File: src/rtl/ft_debug_responder.sv
// ft_debug_responder
//   Responder end of the per-core debug port driven by the fault-tolerance
//   controller. It halts/resumes the core and, while the core is halted,
//   services GPR, NPC (next PC) and PPC (PC captured at halt) accesses.
//
// Ports
//   clk_i, rst_i                     clock, async active-high reset
//   debug_req_i / debug_gnt_o        access request / same-cycle grant
//   debug_addr_i, debug_we_i,        access address, write flag, write data
//   debug_wdata_i
//   debug_rvalid_o, debug_rdata_o    response one cycle after grant
//   debug_halt_i, debug_resume_i     halt / resume request levels
//   debug_halted_o                   core is halted
//   core_idle_i, pc_i                pipeline drained flag, next-instruction PC
//   stall_o                          stop fetch/issue
//   rf_raddr_o, rf_rdata_i           register-file read port (combinational)
//   rf_we_o, rf_waddr_o, rf_wdata_o  register-file write port
//   npc_we_o, npc_o                  one-cycle PC redirect on resume
module ft_debug_responder #(
  parameter logic [14:0] GPR_BASE = 15'h0400,
  parameter logic [14:0] NPC_ADDR = 15'h2000,
  parameter logic [14:0] PPC_ADDR = 15'h2004,
  parameter int unsigned NUM_GPR  = 32
) (
  input  logic        clk_i,
  input  logic        rst_i,
  input  logic        debug_req_i,
  output logic        debug_gnt_o,
  output logic        debug_rvalid_o,
  input  logic [14:0] debug_addr_i,
  input  logic        debug_we_i,
  input  logic [31:0] debug_wdata_i,
  output logic [31:0] debug_rdata_o,
  input  logic        debug_halt_i,
  input  logic        debug_resume_i,
  output logic        debug_halted_o,
  input  logic        core_idle_i,
  input  logic [31:0] pc_i,
  output logic        stall_o,
  output logic [4:0]  rf_raddr_o,
  input  logic [31:0] rf_rdata_i,
  output logic        rf_we_o,
  output logic [4:0]  rf_waddr_o,
  output logic [31:0] rf_wdata_o,
  output logic        npc_we_o,
  output logic [31:0] npc_o
);

  typedef enum logic [1:0] {
    ST_RUN,
    ST_HALTING,
    ST_HALTED,
    ST_RESUME
  } state_t;

  state_t      state;
  logic [31:0] npc;
  logic [31:0] ppc;
  logic        npc_dirty;

  // Address decode
  logic [14:0] gpr_off;
  logic [4:0]  gpr_idx;
  logic        hit_gpr;
  logic        hit_npc;
  logic        hit_ppc;
  logic        hit_mapped;

  assign gpr_off    = debug_addr_i - GPR_BASE;
  assign gpr_idx    = debug_addr_i[4:0];
  assign hit_gpr    = (debug_addr_i >= GPR_BASE) && (gpr_off < 15'd32) &&
                      (32'(gpr_idx) < NUM_GPR);
  assign hit_npc    = (debug_addr_i == NPC_ADDR);
  assign hit_ppc    = (debug_addr_i == PPC_ADDR);
  assign hit_mapped = hit_gpr || hit_npc || hit_ppc;

  // Access qualification and read mux
  logic        gpr_wr;
  logic        npc_wr;
  logic [31:0] rd_val;

  always_comb begin
    // Unmapped addresses never wait: they complete as a null access.
    debug_gnt_o = debug_req_i && !rst_i && (!hit_mapped || state == ST_HALTED);
    rf_raddr_o  = (debug_gnt_o && hit_gpr && !debug_we_i) ? gpr_idx : '0;
    gpr_wr      = debug_gnt_o && debug_we_i && hit_gpr && (gpr_idx != 5'd0);
    npc_wr      = debug_gnt_o && debug_we_i && hit_npc;
    rd_val      = '0;
    if (hit_gpr) begin
      rd_val = (gpr_idx == 5'd0) ? '0 : rf_rdata_i;
    end else if (hit_npc) begin
      rd_val = npc;
    end else if (hit_ppc) begin
      rd_val = ppc;
    end
  end

  always_ff @(posedge clk_i or posedge rst_i) begin
    if (rst_i) begin
      state          <= ST_RUN;
      npc            <= '0;
      ppc            <= '0;
      npc_dirty      <= 1'b0;
      debug_rvalid_o <= 1'b0;
      debug_rdata_o  <= '0;
      debug_halted_o <= 1'b0;
      stall_o        <= 1'b0;
      rf_we_o        <= 1'b0;
      rf_waddr_o     <= '0;
      rf_wdata_o     <= '0;
      npc_we_o       <= 1'b0;
      npc_o          <= '0;
    end else begin
      // Response stage: every grant produces exactly one rvalid next cycle.
      debug_rvalid_o <= debug_gnt_o;
      debug_rdata_o  <= (debug_gnt_o && !debug_we_i) ? rd_val : '0;
      rf_we_o        <= gpr_wr;
      rf_waddr_o     <= gpr_wr ? gpr_idx : '0;
      rf_wdata_o     <= gpr_wr ? debug_wdata_i : '0;
      npc_we_o       <= 1'b0;
      npc_o          <= '0;

      if (npc_wr) begin
        npc       <= debug_wdata_i;
        npc_dirty <= 1'b1;
      end

      case (state)
        ST_RUN: begin
          if (debug_halt_i) begin
            state   <= ST_HALTING;
            stall_o <= 1'b1;
          end
        end
        ST_HALTING: begin
          if (core_idle_i) begin
            state          <= ST_HALTED;
            debug_halted_o <= 1'b1;
            ppc            <= pc_i;
            npc            <= pc_i;
          end
        end
        ST_HALTED: begin
          if (debug_resume_i) begin
            state          <= ST_RESUME;
            debug_halted_o <= 1'b0;
            // The redirect strobe is launched here so it is visible in the
            // RESUME cycle; an NPC write granted in this same cycle counts.
            npc_we_o       <= npc_dirty || npc_wr;
            if (npc_dirty || npc_wr) begin
              npc_o <= npc_wr ? debug_wdata_i : npc;
            end
            npc_dirty      <= 1'b0;
          end
        end
        ST_RESUME: begin
          state   <= ST_RUN;
          stall_o <= 1'b0;
        end
        default: begin
          state          <= ST_RUN;
          stall_o        <= 1'b0;
          debug_halted_o <= 1'b0;
        end
      endcase
    end
  end

endmodule

File: config.mk
export PLATFORM = sky130hd
export DESIGN_NAME = ft_debug_responder
export DESIGN_NICKNAME = d
export VERILOG_FILES = /design/src/rtl/ft_debug_responder.sv
export SDC_FILE = /design/constraint.sdc
export NUM_CORES = 1
export LEC_CHECK = 0
export BUFFER_PORTS_ARGS = -buffer_cell sky130_fd_sc_hd__buf_2
export CORE_MARGIN = 10
export CORE_UTILIZATION = 53
export CTS_BUF_LIST = sky130_fd_sc_hd__clkbuf_8
export DETAILED_ROUTE_END_ITERATION = 10
export PLACE_DENSITY = 0.83
export SLEW_MARGIN = 20
export SYNTH_ARGS = -nofsm -noshare
export SYNTH_HDL_FRONTEND = slang
export SYNTH_SLANG_ARGS = --single-unit
File: constraint.sdc
create_clock -name clk_i -period 6.2 [get_ports clk_i]
set_input_delay 0.31 -clock clk_i [delete_from_list [all_inputs] [get_ports clk_i]]
set_output_delay 0.31 -clock clk_i [all_outputs]
set_load 0.01 [all_outputs]
After elaboration in Yosys (flattened, before gate mapping)
Index checks and enable logic that the tools add are counted.
{ "classes": {"add_sub_neg": 1, "n_mul": 0, "div": 0, "magnitude_cmp": 2, "n_eq_ne": 8, "shift": 0, "n_mux": 28, "bitwise": 0, "n_reduce_logical": 26} }
{ "op_table": {"columns": ["operator", "n"], "rows": [
  ["32-bit 2-to-1 mux", 12],
  ["15-bit by 14-bit equality test with 1-bit output (second input constant)", 2],
  ["15-bit by 11-bit greater-or-equal comparator with 1-bit output (second input constant)", 1],
  ["15-bit by 6-bit < comparator with 1-bit output (second input constant)", 1],
  ["15-bit by 11-bit subtractor with 15-bit output (second input constant)", 1],
  ["1-bit logical AND", 10],
  ["5-bit 2-to-1 mux", 2],
  ["1-bit 2-to-1 mux", 8],
  ["2-bit one-hot mux with 4 select lines", 1],
  ["2-bit 2-to-1 mux", 3],
  ["2-bit != test (second input constant)", 3],
  ["3-bit AND reduction", 2],
  ["5-bit logical NOT", 1],
  ["5-bit nonzero test", 1],
  ["2-bit equality test (second input constant)", 2],
  ["1-bit logical OR", 4],
  ["1-bit one-hot mux with 2 select lines", 2],
  ["2-bit AND reduction", 2],
  ["2-bit nonzero test", 2],
  ["1-bit logical NOT", 3],
  ["2-bit by 1-bit equality test with 1-bit output (second input constant)", 1],
  ["2-bit logical NOT", 1]
]} }
{ "totals": {"register_bits": 173, "latch_bits": 0, "mem_bits_rw": 0, "rom_bits": 0, "output_inout_bits": 112, "n_memories": 0} }

Depth between registers and ports, before layout
{ "logic_depth": {"depth_word": 14, "mapped_depth": 9} }

Worst setup path after synthesis
Ideal clock, no wire load.
{ "synth_path": {"kind": "input-to-reg", "startpoint": "input port rst_i", "endpoint": "register rf_wdata_o[22]", "setup_time_ps": 66, "t_arrival_ps": 5168, "path_slack_ps": 966, "cell_stages": 6, "n_path_buf": 1, "cell_sequence": "inv_1 > and3_1 > nand3_1 > nor3_2 > clkbuf_1 > and2_1"} }
{ "synth_between": {"elab_chain_cells": 7} }
{ "synth_rtl": {"columns": ["element", "line_no", "text"], "rows": [
  ["from (decl)", "26", "input logic rst_i,"],
  ["1-bit logical NOT (no source line)", null, null],
  ["1-bit logical AND (2 in a row)", "84", "debug_gnt_o = debug_req_i && !rst_i && (!hit_mapped || state == ST_HALTED);"],
  ["1-bit logical AND (3 in a row)", "86", "gpr_wr = debug_gnt_o && debug_we_i && hit_gpr && (gpr_idx != 5'd0);"],
  ["via gpr_wr", "78", "logic gpr_wr;"],
  ["32-bit 2-to-1 mux", "119", "rf_wdata_o <= gpr_wr ? debug_wdata_i : '0;"],
  ["to (signal assigned)", "119", null],
  ["to (decl)", "44", "output logic [31:0] rf_wdata_o,"]
]} }
The timed path passes the listed nets, and every way through them passes these cells.
A chain may end at the register's enable or synchronous reset.

Worst setup path in the final report
{ "layout_path": {"startpoint": "input port debug_addr_i[10]", "endpoint": "output port debug_gnt_o"} }
{ "layout_between": {"elab_chain_cells": 8} }
{ "layout_rtl": {"columns": ["element", "line_no", "text"], "rows": [
  ["from (decl)", "30", "input logic [14:0] debug_addr_i,"],
  ["15-bit by 11-bit subtractor with 15-bit output", "69", "assign gpr_off = debug_addr_i - GPR_BASE;"],
  ["15-bit by 6-bit < comparator with 1-bit output", "71", "assign hit_gpr = (debug_addr_i >= GPR_BASE) && (gpr_off < 15'd32) &&"],
  ["1-bit logical AND", "71", null],
  ["1-bit logical OR", "75", "assign hit_mapped = hit_gpr || hit_npc || hit_ppc;"],
  ["1-bit logical OR *", "75", null],
  ["1-bit logical NOT *", "84", null],
  ["1-bit logical OR *", "84", null],
  ["1-bit logical AND *", "84", null],
  ["to (decl)", "28", "output logic debug_gnt_o,"]
]} }
Every way passes the cells marked *; elsewhere a longest branch is shown, timed or not.

==> results.md <==
- MaxCap Viol Count: 0
- Post-CTS Setup Bufs: 0
- Core area: 13200 µm²
- Hpwl dp: 14.6 mm
- Layout cell share with drive strength beyond 1: 37.5%
- R2R depth: 6
- Final Util: between 60% and 70%
- Commonest non-fill, non-tap cells in the layout: 229 x buf_2, 173 x dfrtp_1, 73 x nor2_1
- Critical path peak fanout: 37
- Placed cell count: 982
- Synth Register Bits: 173
- Synth Warn #: 0
- CTS sink count: 173
- Mapped Cells: 621
- Worst path cell trace: buf_2 -> inv_1 -> ha_1 -> nand4bb_1 -> or4_1 -> a211oi_4 -> buf_4 -> nor2_1 -> buf_2
- Share of synthesized registers carrying an async set or reset: 100%
- Fin crit period: between 3 and 4 ns
- TritonCTS Buffers: 17
- Hold Slack: 0.00234 ns
- TNS Setup: 0 ns
- Routed wire length: ~21 mm
- Gr usage total: about 23%
- CTS tree: done
- Syn Std Cell Area: about 7100 µm²
- Clock latency on the worst-skew pair: 0.46 ns
- Ys flop type: dfrtp_1
- Die ar.: between 15000 and 20000 µm²
- I/O Pins: 230
- Final ANT Viol Nets: 0
- Max Buffers Root-to-Sink: 2
- Worst IR Drop VDD: approximately 0.2 mV
- Hold_buf cts: 0
- Worst stage delay on the critical path: 0.59 ns
- Number of vias per cell: ~6
- Clock slew at reported path FFs: roughly 0.090 ns
- Period utilization: 49.5%
- Post-synth net total: 745
- Pre-Repair DR Iteration Count: 6
- WL/cell: between 20 and 25 µm
- WS Path Type: input port to output pin
- # DRC: 0
- Crit. End Element: output pin
- Register area share after synthesis: 61.0%
- FP Rows: 42
- Via count: 6007
- Distinct cells, synth: 36
- Slew Limit Fails: 0
- Synth-to-Final Area Change: 24.4%
- GP Congestion: 0.869
- # setup viols final: 0
- Total gr overflow: 0
- Critical path's slowest cell: or4_1
- Initial antenna violation count: 2
- Port bufs: approximately 230
- Leak: 4.46 nW
- DRT iter0 DRCs: just over 800
- Mean area per synthesized cell: 11.4 µm²
- Critical path's most frequent cell: buf_2
- Gates resized, CTS repair: 0
- Reg2reg end: rf_waddr_o[1]
- Vias in the first global route: 6121
- FILL cells: approximately 1.0k
- RR Startpoint: state[0]
- Fmax: 326 MHz
- H-tree level count: 4
- Clk_skew: approximately 0.013 ns
- CP Data Required Time: ~6 ns
- Pwr per Cell Area: 341 nW/µm²
- Relative slew slack: 27.9%
- Worst slew pin tran: approximately 1.1 ns
- WP data arrival: 2.76 ns
- Post-synth EDFFs: 0
- Hold Fails Final Rpt: 0
- Layout Cells excl Fill: 1016
- RSZ-0062 raised after global routing: false
- Die X: ~140 µm
- Die height: ~140 µm
- Pin count of the biggest net entering global routing: slightly below 100
- Root Buffer: clkbuf_8
- Initial core utilization: 53.8%
- CP startpoint kind: input port
- First-pass GRT wire length: 32.8 mm
- Status: finished clean
- R2R Setup Slk: 3.88 ns
- Most common cell after layout, fill and taps aside: buf_2
- Min-delay worst type: input port to asynchronous set/reset pin
- Fin nets: 950
-- power breakdown --
part	internal (mW)	total [mW]	switching, mW
clock network	0.487	0.912	0.425
registers	1.35	1.51	0.154
logic	0.299	0.586	0.287
-- layout make-up --
class | instances | area [µm²] | share of cell area [%]
antenna | 1 | 2.50 | 0.0284
clock buffer | 17 | 234 | 2.65
clock inverter | 15 | 236 | 2.68
inverter | 9 | 38.8 | 0.440
multi-input combinational | 385 | 2520 | 28.6
sequential | 173 | 4330 | 49.1
tap | 176 | 220 | 2.50
timing repair buffer | 240 | 1240 | 14.1
-- Yosys cell counts, drive strengths merged (2+ instances only) --
master,count,area share (%)
buf,19,1.6
a31oi,32,2.8
a222oi,31,4.4
or2,3,0.26
or4,3,0.37
dfrtp,173,61
mux2i,2,0.28
mux2,32,5.1
nand2,5,0.26
o211ai,32,3.4
clkbuf,35,1.9
inv,9,0.48
nand3,35,2.5
nor3,4,0.35
ha,6,1.1
a21o,2,0.21
nor2,73,3.9
a21oi,36,2.5
and2,41,3.6
o21ai,38,2.7
-- kinds of logic after synthesis --
logic type | after synthesis | share of synthesized area, %
flops | 173 | 61.0
mux | 34 | 5.36
buf+inv | 63 | 3.93
compound gates | 174 | 16.4
xor+xnor | 1 | 0.124
simple gates | 170 | 12.0
fa+ha+maj | 6 | 1.06
-- metrics by stage --
| stage | cell area (µm²) | worst slack [ns] | power (mW) |
|---|---|---|---|
| after floorplan | 7090 | 0.966 | 1.92 |
| after global placement | 8320 | 2.73 | 2.07 |
| after detailed placement | 8320 | 2.69 | 2.10 |
| after CTS | 8790 | 2.69 | 3.01 |
| after global routing | 8820 | 2.92 | 3.15 |
| final | 8820 | 3.13 | 3.00 |
-- sequential cells by signal (all words and copies together), names as in the netlist --
signal,flops
ppc,32
state,2
npc,32
npc_we_o,1
rf_waddr_o,5
debug_rdata_o,32
debug_rvalid_o,1
rf_wdata_o,32
debug_halted_o,1
npc_o,32
stall_o,1
npc_dirty,1
rf_we_o,1
-- worst max-delay path, delay by kind of cell --
family | cells | cell delay (ns)
buffers and inverters | 4 | 0.78
adders and majority gates | 1 | 0.14
and+or+nand+nor | 3 | 0.91
AOI/OAI and AO/OA | 1 | 0.58
-- worst max path at each step --
stage               cells after the start        endpoint  slack [ns]              from
global placement                        9     debug_gnt_o        2.73  debug_addr_i[10]
floorplan                               6  rf_wdata_o[22]        0.97             rst_i
global route                            9     debug_gnt_o        2.92  debug_addr_i[10]
detailed placement                      6          npc[9]        2.69   debug_addr_i[5]
finish                                  9     debug_gnt_o        3.13  debug_addr_i[10]
CTS                                     9     debug_gnt_o        2.69  debug_addr_i[10]
-- metal layers --
| layer | part of all wire [%] | vias to the layer above | track usage [%] | wire [µm] |
|---|---|---|---|---|
| met5 | 0.061 | - | 0 | 13 |
| met4 | 1.7 | 2 | 7.78 | 352 |
| met3 | 11 | 34 | 8.01 | 2350 |
| met2 | 49 | 325 | 37.1 | 10400 |
| met1 | 38 | 2981 | 27.2 | 8060 |
| li1 | - | 2665 | - | - |
Note: power is estimated with default switching activity, not from simulation.
